File: src/rtl/logic_op_engine.sv
// ---------------------------------------------------------------------------
// logic_op_engine
//
// Evaluates a one-bit logical operation on two operands and queues each
// result, together with the op code that produced it, in a 2-entry output
// FIFO (skid buffer). Each consumed result is tallied in a saturating
// true or false counter.
//
// Ports:
//   clk, rst_n          clock and asynchronous active-low reset
//   in_valid, in_ready  request handshake (in_ready is registered)
//   op, val1, val2      op code (00 !val1, 01 !val2, 10 &&, 11 ||) and operands
//   out_valid,out_ready result handshake at the FIFO head
//   out_result, out_op  head result and the op code that produced it
//   clr_cnt             synchronous clear of both counters
//   true_cnt, false_cnt counts of consumed results equal to 1 / 0
// ---------------------------------------------------------------------------
module logic_op_engine #(
  parameter int W1    = 3,
  parameter int W2    = 4,
  parameter int CNT_W = 8
) (
  input  logic             clk,
  input  logic             rst_n,
  input  logic             in_valid,
  output logic             in_ready,
  input  logic [1:0]       op,
  input  logic [W1-1:0]    val1,
  input  logic [W2-1:0]    val2,
  output logic             out_valid,
  input  logic             out_ready,
  output logic             out_result,
  output logic [1:0]       out_op,
  input  logic             clr_cnt,
  output logic [CNT_W-1:0] true_cnt,
  output logic [CNT_W-1:0] false_cnt
);

  localparam logic [CNT_W-1:0] CNT_MAX = {CNT_W{1'b1}};

  logic             mem_res_q [2];
  logic             mem_res_d [2];
  logic [1:0]       mem_op_q  [2];
  logic [1:0]       mem_op_d  [2];
  logic             wr_ptr_q, wr_ptr_d;
  logic             rd_ptr_q, rd_ptr_d;
  logic [1:0]       count_q, count_d;
  logic             in_ready_q, in_ready_d;
  logic [CNT_W-1:0] true_cnt_q, true_cnt_d;
  logic [CNT_W-1:0] false_cnt_q, false_cnt_d;

  logic push;
  logic pop;
  logic new_result;
  logic head_result;

  assign head_result = mem_res_q[rd_ptr_q];
  assign out_valid   = (count_q != 2'd0);
  assign out_result  = head_result;
  assign out_op      = mem_op_q[rd_ptr_q];
  assign in_ready    = in_ready_q;
  assign true_cnt    = true_cnt_q;
  assign false_cnt   = false_cnt_q;

  // in_ready_q is only ever 1 below full, so a push can never overflow.
  assign push = in_valid && in_ready_q;
  assign pop  = out_valid && out_ready;

  // An operand counts as true when any of its bits is set.
  always_comb begin
    new_result = 1'b0;
    case (op)
      2'b00:   new_result = ~(|val1);
      2'b01:   new_result = ~(|val2);
      2'b10:   new_result = (|val1) && (|val2);
      default: new_result = (|val1) || (|val2);
    endcase
  end

  // FIFO bookkeeping: pointers wrap modulo 2, occupancy tracks push-pop.
  // in_ready is registered from the next occupancy so it never depends
  // combinationally on out_ready.
  always_comb begin
    mem_res_d = mem_res_q;
    mem_op_d  = mem_op_q;
    wr_ptr_d  = wr_ptr_q;
    rd_ptr_d  = rd_ptr_q;
    count_d   = count_q;
    if (push) begin
      mem_res_d[wr_ptr_q] = new_result;
      mem_op_d[wr_ptr_q]  = op;
      wr_ptr_d            = ~wr_ptr_q;
    end
    if (pop) begin
      rd_ptr_d = ~rd_ptr_q;
    end
    case ({push, pop})
      2'b10:   count_d = count_q + 2'd1;
      2'b01:   count_d = count_q - 2'd1;
      default: count_d = count_q;
    endcase
    in_ready_d = (count_d != 2'd2);
  end

  // Saturating statistics; a clear wins over a simultaneous pop.
  always_comb begin
    true_cnt_d  = true_cnt_q;
    false_cnt_d = false_cnt_q;
    if (clr_cnt) begin
      true_cnt_d  = '0;
      false_cnt_d = '0;
    end else if (pop) begin
      if (head_result) begin
        if (true_cnt_q != CNT_MAX) true_cnt_d = true_cnt_q + 1'b1;
      end else begin
        if (false_cnt_q != CNT_MAX) false_cnt_d = false_cnt_q + 1'b1;
      end
    end
  end

  always_ff @(posedge clk or negedge rst_n) begin
    if (!rst_n) begin
      mem_res_q[0] <= 1'b0;
      mem_res_q[1] <= 1'b0;
      mem_op_q[0]  <= 2'b00;
      mem_op_q[1]  <= 2'b00;
      wr_ptr_q     <= 1'b0;
      rd_ptr_q     <= 1'b0;
      count_q      <= 2'd0;
      in_ready_q   <= 1'b0;
      true_cnt_q   <= '0;
      false_cnt_q  <= '0;
    end else begin
      mem_res_q    <= mem_res_d;
      mem_op_q     <= mem_op_d;
      wr_ptr_q     <= wr_ptr_d;
      rd_ptr_q     <= rd_ptr_d;
      count_q      <= count_d;
      in_ready_q   <= in_ready_d;
      true_cnt_q   <= true_cnt_d;
      false_cnt_q  <= false_cnt_d;
    end
  end

endmodule

File: config.mk
export PLATFORM = sky130hd
export DESIGN_NAME = logic_op_engine
export DESIGN_NICKNAME = d
export VERILOG_FILES = /design/src/rtl/logic_op_engine.sv
export SDC_FILE = /design/constraint.sdc
export NUM_CORES = 1
export LEC_CHECK = 0
export BUFFER_PORTS_ARGS = -buffer_cell sky130_fd_sc_hd__buf_4
export CELL_PAD_IN_SITES_DETAIL_PLACEMENT = 0
export CELL_PAD_IN_SITES_GLOBAL_PLACEMENT = 2
export CORE_MARGIN = 2
export CORE_UTILIZATION = 34
export DETAILED_ROUTE_END_ITERATION = 7
export PLACE_DENSITY_LB_ADDON = 0.1
export SYNTH_ARGS = -nofsm -noshare
export SYNTH_HDL_FRONTEND = slang
export SYNTH_SLANG_ARGS = --single-unit
File: constraint.sdc
create_clock -name clk -period 4.1 [get_ports clk]
set_input_delay 0.82 -clock clk [delete_from_list [all_inputs] [get_ports clk]]
set_output_delay 0.82 -clock clk [all_outputs]
set_load 0.02 [all_outputs]
# Word level (Yosys, flattened, before mapping)
# Index checks and enable logic that the tools add are counted.
[op_classes]
n_addsub = 4
magnitude_cmp = 3
n_eq_ne = 8
mux = 22
n_bitwise = 6
reduce_logical = 15
[ops]
columns = ["operator", "n"]
rows = [
  ["two-way mux 8 bit", 8],
  ["adder 8 x 1 -> 8 bit (second input constant)", 2],
  ["!= test 8 bit (second input constant)", 2],
  ["nonzero test 2 bit", 5],
  ["two-way mux 2 bit", 4],
  ["AND reduction 3 bit", 2],
  ["bitwise mux 4 bit", 1],
  ["== test 2 x 1 -> 1 bit (second input constant)", 2],
  ["== test 2 bit (second input constant)", 2],
  ["greater-or-equal comparator 2 bit (second input constant)", 2],
  ["logical AND 1 bit", 4],
  ["two-way mux 1 bit", 4],
  ["NOT 1 bit", 4],
  ["NOT 1 -> 2 bit", 2],
  ["one-hot mux 2 bit (2 select lines)", 1],
  ["OR reduction 4 bit", 1],
  ["one-hot mux 1 bit (3 select lines)", 1],
  ["OR reduction 3 bit", 1],
  ["adder 2 x 1 -> 2 bit (second input constant)", 1],
  ["bitwise mux 2 bit", 1],
  ["demux 2 bit (select 1 bit)", 1],
  ["logical NOT 2 bit", 1],
  ["less-than comparator 2 x 1 -> 1 bit (second input constant)", 1],
  ["!= test 2 x 1 -> 1 bit (second input constant)", 1],
  ["other kinds (4)", 4],
]
[totals]
register_bits = 27
in_bits = 14
out_inout_bits = 21
wordCells = 68

# Logic depth before layout (Yosys ltp)
# Gate-level depths: netlist of the first run.
[depth]
depth_word = 7
ltp_mapped = 7
mapped_depth_nobuf = 7

# Worst setup path before layout of the first run
# No wires, ideal clock.
[synth_path]
path_kind = "input to register"
start = "input out_ready"
end = "register false_cnt_q[7], in the netlist false_cnt[7]"
setup_ps = 127
arrival_time_ps = 1859
required_time_ps = 3973
path_slack_ps = 2113
path_stages = 4
path_buffers = 0
path_cell_list = "o21ai_2 > or4_4 > nor2_2 > mux2_1"
[synth_via]
elab_chain_len = 3
[synth_rtl]
columns = ["item", "line_no", "source"]
rows = [
  ["start, declared", "31", "input logic out_ready,"],
  ["logical AND 1 bit", "67", "assign pop = out_valid && out_ready;"],
  ["nonzero test 2 bit (no line)", "-", ""],
  ["AND reduction 3 bit (no line)", "-", ""],
  ["end signal, assigned", "141", "false_cnt_q <= false_cnt_d;"],
  ["end, declared", "50", "logic [CNT_W-1:0] false_cnt_q, false_cnt_d;"],
]
# No other way between the ends.
# A chain may end at the register's enable or synchronous reset.

# Worst setup path after layout of the first run
[layout_path]
start = "register rd_ptr_q"
end = "output out_result"
[layout_via]
elab_chain_len = 4
[layout_rtl]
columns = ["item", "line_no", "source"]
rows = [
  ["start, declared", "46", "logic rd_ptr_q, rd_ptr_d;"],
  ["start signal, assigned", "137", "rd_ptr_q <= rd_ptr_d;"],
  ["NOT 1 -> 2 bit (implied by the code)", "57", "assign head_result = mem_res_q[rd_ptr_q];"],
  ["two-way mux 1 bit (implied by the code) (3 in series)", "57", ""],
  ["end, declared", "32", "output logic out_result,"],
]
# No other way between the ends. The select of a mux whose other input is x is not followed.

==> out/metrics.csv, run 1 <==
metric;value;unit
root_buffer;clkbuf_8;
gp_congestion;0.727;
hold_path.class;primary input to asynchronous set/reset pin;
drc_errors;0;
clk_path_buf_depth;2;
synth_fa_ha_area_frac;0.0272;
grt_max_degree;28;
slew_viol_final;0;
min_period;2.11;ns
post_cts_resize_count;0;
ys_ff_latch;27;
core;3940;µm²
htree_levels;1;
clk_latency;0.27;ns
layout-drive-gt1-share;0.311;
crit_type;flop to primary output;
max_freq;473;MHz
layout_common_cells;34 x buf_4, 27 x dfrtp_1, 11 x nor2_1, 10 x nand2_1, 10 x a21oi_1;
initial_core_util;0.349;
finalNonFillerCells;217;
synth_mux_area_frac;0.0899;
p_per_area;532;nW/µm²
yosys.area_share.simple;0.192;
drv_cap;0;
synth_area_leaders;dfrtp_1 49%, mux2_2 4.9%, a21oi_1 3.6%, nand3_1 3.3%, nor2_1 3.0%;
synth_compound_area_frac;0.134;
syn_area;1380;µm²
end_kind;primary output;
ir_drop;0.000268;V
viasPerCell;5.05;
p_leak;0.791;nW
wl_per_cell;13.4;µm
grt_pass1_wl;5000;µm
postCtsHoldBufs;0;
dr.pass1.iters;4;
die_h;67.7;µm
hold_viol_final;0;
synth_warnings;0;
crit_fanout;9;
syn_nets;149;
arrival;1.29;ns
synth_seq_area_share;0.490;
io_pins;35;
grt_pass1_vias;1053;
nets;185;
rsz0062_at_grt;no;
finalClockSkew;0.00238;ns
final.setup.tns;0;ns
syn_to_final_growth;25.5;%
clock-sinks;27;
vias;1095;
grt-ovfl-total;0;
dieArea;4580;µm²
syn_inst;132;
drtIter0Drc;27;
start_kind;flop;
synthXorXnorAreaFrac;0.0509;
port_buffers;34;
grt_use_total;0.143;
antenna_found_initial;0;
clk_pin_slew;0.09;ns
post_cts_buffers;0;
cts_tree;done;
required;3.28;ns
cts_buffers;3;
synth_top_area_frac;0.490;
status;finished clean;
diodes;0;
synth_cell_types;36;
syn-mean-instance-area;10.4;µm²
rows;23;
max_slew_margin;0.749;
place_inst;213;
final_common_cell;buf_4;
synth_top_family_by_area;simple AND/OR/NAND/NOR gates;
synth.largest_area_cell;dfrtp_1;
hpwl;2160;µm
ant_nets;0;
worst_pin_slew;0.373;ns
finalSetupViolCount;0;
post-route-period-util;0.516;
routed_wl;2910;µm
fp.dieW;67.7;µm
[worst max-delay path, cell delays in order, from the launching register on]
cell and delay, ns:
dfrtp_1 0.46, mux2_4 0.39, buf_4 0.18
[power by group]
group          switching [mW]  internal (mW)
Clock                  0.0796         0.0695
Sequential             0.0607          0.334
Combinational           0.196          0.181
Total                   0.336          0.584
[cells in the mapped netlist]
| cell type | number |
|---|---|
| nand3_1 | 9 |
| nand2b_1 | 1 |
| mux2_1 | 1 |
| nand4_1 | 2 |
| o211ai_4 | 1 |
| a211o_2 | 1 |
| dfrtp_1 | 27 |
| o21ai_0 | 3 |
| a21oi_1 | 10 |
| mux2_2 | 6 |
| a31o_2 | 1 |
| o21ai_2 | 1 |
| xnor2_1 | 4 |
| or2_2 | 2 |
| ha_1 | 3 |
| nor2_1 | 11 |
| xor2_1 | 4 |
| clkbuf_1 | 3 |
| nor2b_1 | 2 |
| nor4_1 | 2 |
| or3_1 | 3 |
| o2111ai_1 | 1 |
| or4_1 | 3 |
| o31ai_1 | 4 |
| a311oi_1 | 1 |
| and3_1 | 1 |
| nor3_1 | 2 |
| mux2_4 | 1 |
| mux2i_1 | 3 |
| a211oi_1 | 2 |
| or4_4 | 1 |
| o21a_1 | 1 |
| inv_1 | 3 |
| and4_1 | 1 |
| nor2_2 | 1 |
| nand2_1 | 10 |
[through the flow]
step | hold slack, ns | util | power [mW] | worst slack (ns) | area, µm²
floorplan | 0.449 | - | 0.653 | 2.11 | 1380
global placement | 0.465 | 0.427 | 0.773 | 1.97 | 1680
detailed placement | 0.469 | 0.427 | 0.780 | 1.91 | 1680
CTS | 0.461 | 0.439 | 0.936 | 1.98 | 1730
global route | 0.460 | 0.439 | 0.995 | 1.93 | 1730
finish | 0.451 | 0.439 | 0.921 | 1.99 | 1730
[final cells by class]
| cell class | instances | area [µm²] |
|---|---|---|
| Sequential cell | 27 | 676 |
| Fill cell | 393 | 2210 |
| Tap cell | 50 | 62.6 |
| Timing Repair Buffer | 34 | 255 |
| Clock buffer | 4 | 45.0 |
| Multi-Input combinational cell | 99 | 679 |
| Inverter | 3 | 11.3 |
[final timing paths]
kind                       cells after the start                      from                        to  slack (ns)
setup reg to reg                               4      rd_ptr_q$_DFFE_PN0P_  false_cnt[7]$_DFFE_PN0P_        2.19
min in group clk                               2  mem_res_q[0]$_DFFE_PN0P_  mem_res_q[0]$_DFFE_PN0P_        0.48
max in group asynchronous                      1                     rst_n  false_cnt[4]$_DFFE_PN0P_        3.38
hold reg to reg                                2  mem_res_q[0]$_DFFE_PN0P_  mem_res_q[0]$_DFFE_PN0P_        0.48
setup / recovery                               2      rd_ptr_q$_DFFE_PN0P_                out_result        1.99
hold / removal                                 1                     rst_n   true_cnt[3]$_DFFE_PN0P_        0.45
[state kept, by name, indices dropped and copies added, names as in the netlist]
name	flops
in_ready	1
true_cnt	8
mem_op_q	4
rd_ptr_q	1
false_cnt	8
wr_ptr_q	1
count_q	2
mem_res_q	2
[layer usage]
layer | wire length (µm) | vias to the layer above | global-route usage
met1 | 1330 | 526 | 0.196
met5 | 0 | - | 0
met4 | 20 | 0 | 0.0383
met2 | 1460 | 19 | 0.235
met3 | 92 | 2 | 0.0200
li1 | - | 548 | -
[cells by family after synthesis]
| group | after synthesis |
|---|---|
| mux | 11 |
| simple gates | 51 |
| compound gates | 26 |
| flops | 27 |
| buf+inv | 6 |
| xor+xnor | 8 |
| fa+ha+maj | 3 |
Power figures use the tool's default switching activity.
==> run 2, diff against run 1 <==
--- a/config.mk
+++ b/config.mk
@@ -9,7 +9,7 @@
 export CELL_PAD_IN_SITES_DETAIL_PLACEMENT = 0
 export CELL_PAD_IN_SITES_GLOBAL_PLACEMENT = 2
 export CORE_MARGIN = 2
-export CORE_UTILIZATION = 34
+export CORE_UTILIZATION = 32
 export DETAILED_ROUTE_END_ITERATION = 7
 export PLACE_DENSITY_LB_ADDON = 0.1
 export SYNTH_ARGS = -nofsm -noshare
==> constraint.sdc (replaced) <==
create_clock -name clk -period 2.1 [get_ports clk]
set_input_delay 0.42 -clock clk [delete_from_list [all_inputs] [get_ports clk]]
set_output_delay 0.42 -clock clk [all_outputs]
set_load 0.02 [all_outputs]
==> run 2 against run 1 <==
Compared with the run above: worst hold slack lost 0.40 ns; first-iteration DRC count grew 100%; largest cell class unchanged; largest power group unchanged; clock power grew 93%; final cell count is the same; highest routed layer unchanged; register-to-register slack lost 2.0 ns; critical path depth grew 4; sequential power grew 95%; critical endpoint is now in_ready$_DFF_PN0_; flip-flop and latch count is the same; clock-buffer cell count is the same.
==> out/metrics.csv, run 2 (same netlist as run 1, synthesis figures left out) <==
metric;value;unit;change
syn_to_final_growth;25.5;%;unchanged
wl_per_cell;13.9;µm;+4.0%
min_period;1.89;ns;
crit_fanout;8;;-1
layout-drive-gt1-share;0.311;;unchanged
fp.dieW;69.6;µm;+2.9%
worst_pin_slew;0.385;ns;+0.0125 ns
critPathMaxStageDelay;0.42;ns;-0.04 ns
antenna_found_initial;0;;unchanged
post_cts_buffers;0;;unchanged
clk_latency;0.27;ns;about the same
slowest_stage;dfrtp_1;;
start_kind;flop;;
grt_max_degree;28;;unchanged
finalClockSkew;0.00221;ns;-0.000164 ns
root_buffer;clkbuf_8;;
cts_buffers;3;;unchanged
dp_slack;0.225;ns;-1.68 ns
io_pins;35;;unchanged
rows;23;;unchanged
layout_common_cells;34 x buf_4, 27 x dfrtp_1, 11 x nor2_1, 10 x nand2_1, 10 x a21oi_1;;
grt_pass1_wl;5050;µm;+1.1%
gp_congestion;0.753;;+3.5%
max_freq;529;MHz;
dpl_cell_area;1680;µm²;unchanged
nets;185;;unchanged
required;2.26;ns;-1.02 ns
dr.pass1.iters;4;;unchanged
die_h;69.6;µm;+2.9%
drtIter0Drc;55;;+100%
post-route-period-util;0.900;;
post_cts_resize_count;0;;unchanged
crit_type;flop to flop;;
rsz0062_at_grt;no;;
vias;1108;;+1.2%
drv_cap;0;;unchanged
gr-usage-met1;0.165;;-0.0312
crit_path_cell_trace;o21ai_2, inv_1, ha_1, nor2_1, xor2_1, nand2b_1;;
grt-ovfl-total;0;;unchanged
ir_drop;0.000549;V;+100%
viasPerCell;5.11;;+1.2%
dieArea;4850;µm²;+5.9%
arrival;2.05;ns;+0.76 ns
cts_tree;done;;
p_per_area;1050;nW/µm²;+96%
met3_usage;0.0247;;+0.00471
final_common_cell;buf_4;;
clk_pin_slew;0.09;ns;about the same
hold_viol_final;0;;unchanged
clk_path_buf_depth;2;;unchanged
port_buffers;34;;unchanged
ant_nets;0;;unchanged
final.setup.tns;0;ns;unchanged
slew_viol_final;0;;unchanged
initial_core_util;0.340;;-0.00991
end_kind;flop;;
final_cell_area;1730;µm²;unchanged
setup_slack;0.210;ns;-1.78 ns
crit_family;flip-flops;;
grt_use_total;0.128;;-0.0152
status;finished clean;;
postCtsHoldBufs;0;;unchanged
crit_buf_inv;1;;unchanged
core;4060;µm²;+2.9%
grt_pass1_vias;1080;;+2.6%
diodes;0;;unchanged
max_slew_margin;0.743;;-0.00606
hpwl;2240;µm;+4.0%
drc_errors;0;;unchanged
hold_path.class;primary input to asynchronous set/reset pin;;
routed_wl;3030;µm;+4.0%
p_leak;0.791;nW;unchanged
clock-sinks;27;;unchanged
gr-usage-met2;0.214;;-0.0216
htree_levels;1;;unchanged
busiest_layer;met2;;
finalSetupViolCount;0;;unchanged
rrSetupSlack;0.21;ns;-1.98 ns
run 2: path summary, 6_finish.rpt:
path | from | to | cells past startpoint
worst max-delay path | count_q[1]$_DFF_PN0_ | in_ready$_DFF_PN0_ | 6
worst min-delay path | rst_n | true_cnt[3]$_DFFE_PN0P_ | 1
worst max register to register | count_q[1]$_DFF_PN0_ | in_ready$_DFF_PN0_ | 6
worst min register to register | mem_res_q[1]$_DFFE_PN0P_ | mem_res_q[1]$_DFFE_PN0P_ | 2
max in group asynchronous | rst_n | wr_ptr_q$_DFFE_PN0N_ | 1
min in group clk | op[0] | mem_op_q[2]$_DFFE_PN0P_ | 2
run 2: metal layers:
| metal | vias up | wire [µm] | part of all wire |
|---|---|---|---|
| met5 | - | 0 | 0 |
| met4 | 0 | 14 | 0.0046 |
| met3 | 2 | 115 | 0.038 |
| met2 | 19 | 1490 | 0.49 |
| met1 | 537 | 1410 | 0.47 |
| li1 | 550 | - | - |
run 2: layout make-up:
| class | instances | area (µm²) |
|---|---|---|
| well taps | 50 | 62.6 |
| repair buffers | 34 | 255 |
| clock buffers | 4 | 45.0 |
| inverters | 3 | 11.3 |
| flip-flops and latches | 27 | 676 |
| fillers | 409 | 2330 |
| multi-input cells | 99 | 679 |
run 2: metrics by stage:
stage | hold WS [ns] | utilization | total power [mW] | std cells
floorplan | 0.124 | - | 1.27 | 132
global placement | 0.353 | 0.415 | 1.51 | 213
detailed placement | 0.357 | 0.415 | 1.54 | 213
CTS | 0.0560 | 0.426 | 1.83 | 217
global route | 0.0646 | 0.426 | 1.94 | 217
finish | 0.0548 | 0.426 | 1.81 | 217
run 2: power breakdown:
part | internal [mW] | switching, mW
Clock | 0.136 | 0.152
Sequential | 0.652 | 0.118
Combinational | 0.353 | 0.397
==> run 3, diff against run 2 <==
--- a/config.mk
+++ b/config.mk
@@ -5,12 +5,12 @@
 export SDC_FILE = /design/constraint.sdc
 export NUM_CORES = 1
 export LEC_CHECK = 0
-export BUFFER_PORTS_ARGS = -buffer_cell sky130_fd_sc_hd__buf_4
 export CELL_PAD_IN_SITES_DETAIL_PLACEMENT = 0
 export CELL_PAD_IN_SITES_GLOBAL_PLACEMENT = 2
 export CORE_MARGIN = 2
-export CORE_UTILIZATION = 32
+export CORE_UTILIZATION = 34
 export DETAILED_ROUTE_END_ITERATION = 7
+export DONT_BUFFER_PORTS = 1
 export PLACE_DENSITY_LB_ADDON = 0.1
 export SYNTH_ARGS = -nofsm -noshare
 export SYNTH_HDL_FRONTEND = slang
==> constraint.sdc (replaced) <==
create_clock -name clk -period 1.55 [get_ports clk]
set_input_delay 0.31 -clock clk [delete_from_list [all_inputs] [get_ports clk]]
set_output_delay 0.31 -clock clk [all_outputs]
set_load 0.02 [all_outputs]
==> run 3 against run 2 <==
Compared with the run above: the flow now finishes with violations (setup timing); total power grew 43%; combinational power is 56% higher; critical path type unchanged; final area up 5.6%; first-iteration DRC count up 33%; register-to-register slack got worse by 0.30 ns; wire length rose by 4.9%; critical path depth fell by 2.
==> out/metrics.csv, run 3 (same netlist as run 1, synthesis figures left out) <==
metric;value;unit;change
status;finished with violations;;
violations;setup timing;;
core;3940;µm²;-2.8%
crit_fanout;2;;-6
fin_util;0.463;;+0.0369
hp-start;clr_cnt;;
diodes;0;;unchanged
critPathMaxStageDelay;0.44;ns;+0.02 ns
finalClockSkew;0.00598;ns;+0.00377 ns
clk_latency;0.27;ns;about the same
grt_max_degree;28;;unchanged
cts_buffers;3;;unchanged
wl_per_cell;14.7;µm;+5.3%
p_leak;0.789;nW;-0.31%
dpl_cell_area;1690;µm²;+0.22%
hpwl;2310;µm;+2.9%
antenna_found_initial;0;;unchanged
start_kind;flop;;
fp.dieW;67.7;µm;-2.8%
clock-sinks;27;;unchanged
required;1.72;ns;-0.54 ns
clk_pin_slew;0.10;ns;about the same
drtIter0Drc;73;;+33%
initial_core_util;0.349;;+0.00991
slew_viol_final;0;;unchanged
nets;184;;-0.54%
io_pins;35;;unchanged
dr.pass1.iters;4;;unchanged
root_buffer;clkbuf_8;;
cp_common_cell;mux2_4;;
hold_path.class;primary input to flop;;
drv_cap;0;;unchanged
switching_power;0.955;mW;+43%
cp-startpoint;rd_ptr_q$_DFFE_PN0P_;;
p_int;1.63;mW;+43%
max_slew_margin;0.815;;+0.0721
drc_errors;0;;unchanged
clock_power_share;0.157;;-0.002
cts_tree;done;;
routed_wl;3170;µm;+4.9%
clk_path_buf_depth;2;;unchanged
power;2.59;mW;+43%
layout-drive-gt1-share;0.380;;+0.0681
gp_congestion;0.742;;-1.4%
crit_family;multiplexers;;
arrival;1.81;ns;-0.24 ns
n_fill_cell;381;;-6.8%
slowest_stage;or4_4;;
dp_slack;-0.0832;ns;-0.309 ns
crit_buf_inv;0;;-1
end_kind;flop;;
setup_slack;-0.0913;ns;-0.302 ns
port_buffers;0;;-100%
viasPerCell;5.21;;+2.0%
rsz0062_at_grt;yes;;
ir_drop;0.000729;V;+33%
p_per_area;1420;nW/µm²;+36%
rows;23;;unchanged
grt_pass1_wl;5190;µm;+2.7%
pwr-share-comb;0.453;;+0.038
hold_viol_final;0;;unchanged
grt-ovfl-total;0;;unchanged
finalSetupViolCount;5;;+5
crit_path_cell_trace;mux2_4, or4_4, nor2_4, mux2_4;;
switching_share;0.369;;about the same
pwr-share-seq;0.389;;-0.037
post-route-period-util;1.06;;+0.159
finalNonFillerCells;216;;-0.46%
final_cell_area;1830;µm²;+5.6%
worst_pin_slew;0.276;ns;-0.109 ns
final_common_cell;buf_4;;
max_freq;609;MHz;+15%
ant_nets;0;;unchanged
die_h;67.7;µm;-2.8%
htree_levels;1;;unchanged
place_inst;208;;-2.3%
grt_pass1_vias;1174;;+8.7%
vias;1125;;+1.5%
reg2reg_from;rd_ptr_q$_DFFE_PN0P_;;
min_period;1.64;ns;-0.248 ns
syn_to_final_growth;32.5;%;
crit_type;flop to flop;;
grt_use_total;0.151;;+0.0229
dieArea;4580;µm²;-5.6%
layout_common_cells;30 x buf_4, 25 x dfrtp_1, 11 x nor2_1, 10 x nand2_1, 9 x a21oi_1;;
==> run 3: changes by cell type in the layout (fill, tap and decap cells not counted), moves of 2 or more <==
cell,previous run,this run
ha_1,3,0
nand3_1,9,7
nand3_2,0,2
dfrtp_1,27,25
ha_4,0,2
nor4_1,2,0
buf_4,34,30
dfrtp_2,0,2
==> run 3: through the flow <==
step	hold slack [ns]	TNS [ns]
5_1_grt	0.0682	-0.633
4_1_cts	0.0797	-0.291
2_1_floorplan	0.0144	-0.234
6_report	0.0795	-0.339
3_3_place_gp	0.0151	-0.0851
3_5_place_dp	0.0153	-0.125
==> run 3: timing repair <==
action                                  4_1_cts  5_1_grt
endpoints found under the setup margin        6       10
pin swaps                                     0        6
hold endpoints to repair                     27        0
buffers inserted                              0        2
hold buffers                                  2        0
gates resized for setup                       1        7
==> run 3: layer usage <==
layer,up-vias,global-route usage,part of all wire,wire length (µm)
met5,-,0,0,0
met4,0,0.0459,0.0050,16
met3,2,0.0383,0.047,149
met2,26,0.257,0.50,1570
met1,544,0.186,0.45,1430
li1,553,-,-,-
==> run 3: power groups by stage <==
| stage | Combinational, mW | Sequential (mW) | Clock, mW |
|---|---|---|---|
| 4_1_cts | 1.12 | 1.01 | 0.426 |
| 5_1_grt | 1.28 | 1.03 | 0.448 |
| 3_3_place_gp | 1.07 | 1.01 | 0 |
| 2_1_floorplan | 0.665 | 1.09 | 0 |
| 3_5_place_dp | 1.08 | 1.02 | 0 |
| 6_report | 1.17 | 1.01 | 0.408 |
==> run 3: final timing paths <==
check	to	slack, ns	depth (start not counted)
hold reg to reg	mem_res_q[1]$_DFFE_PN0P_	0.51	2
min in group asynchronous	false_cnt[3]$_DFFE_PN0P_	0.47	2
max in group asynchronous	true_cnt[1]$_DFFE_PN0P_	0.90	2
setup reg to reg	false_cnt[7]$_DFFE_PN0P_	-0.09	4
hold / removal	true_cnt[5]$_DFFE_PN0P_	0.08	1
setup / recovery	false_cnt[7]$_DFFE_PN0P_	-0.09	4
==> run 3: area by class of cell <==
class                   count  area, µm²  share of cell area
repair buffers             33        267               0.146
clock buffers               4       45.0              0.0247
inverters                   3       11.3             0.00617
multi-input cells          99        762               0.417
well taps                  50       62.6              0.0343
flip-flops and latches     27        678               0.371
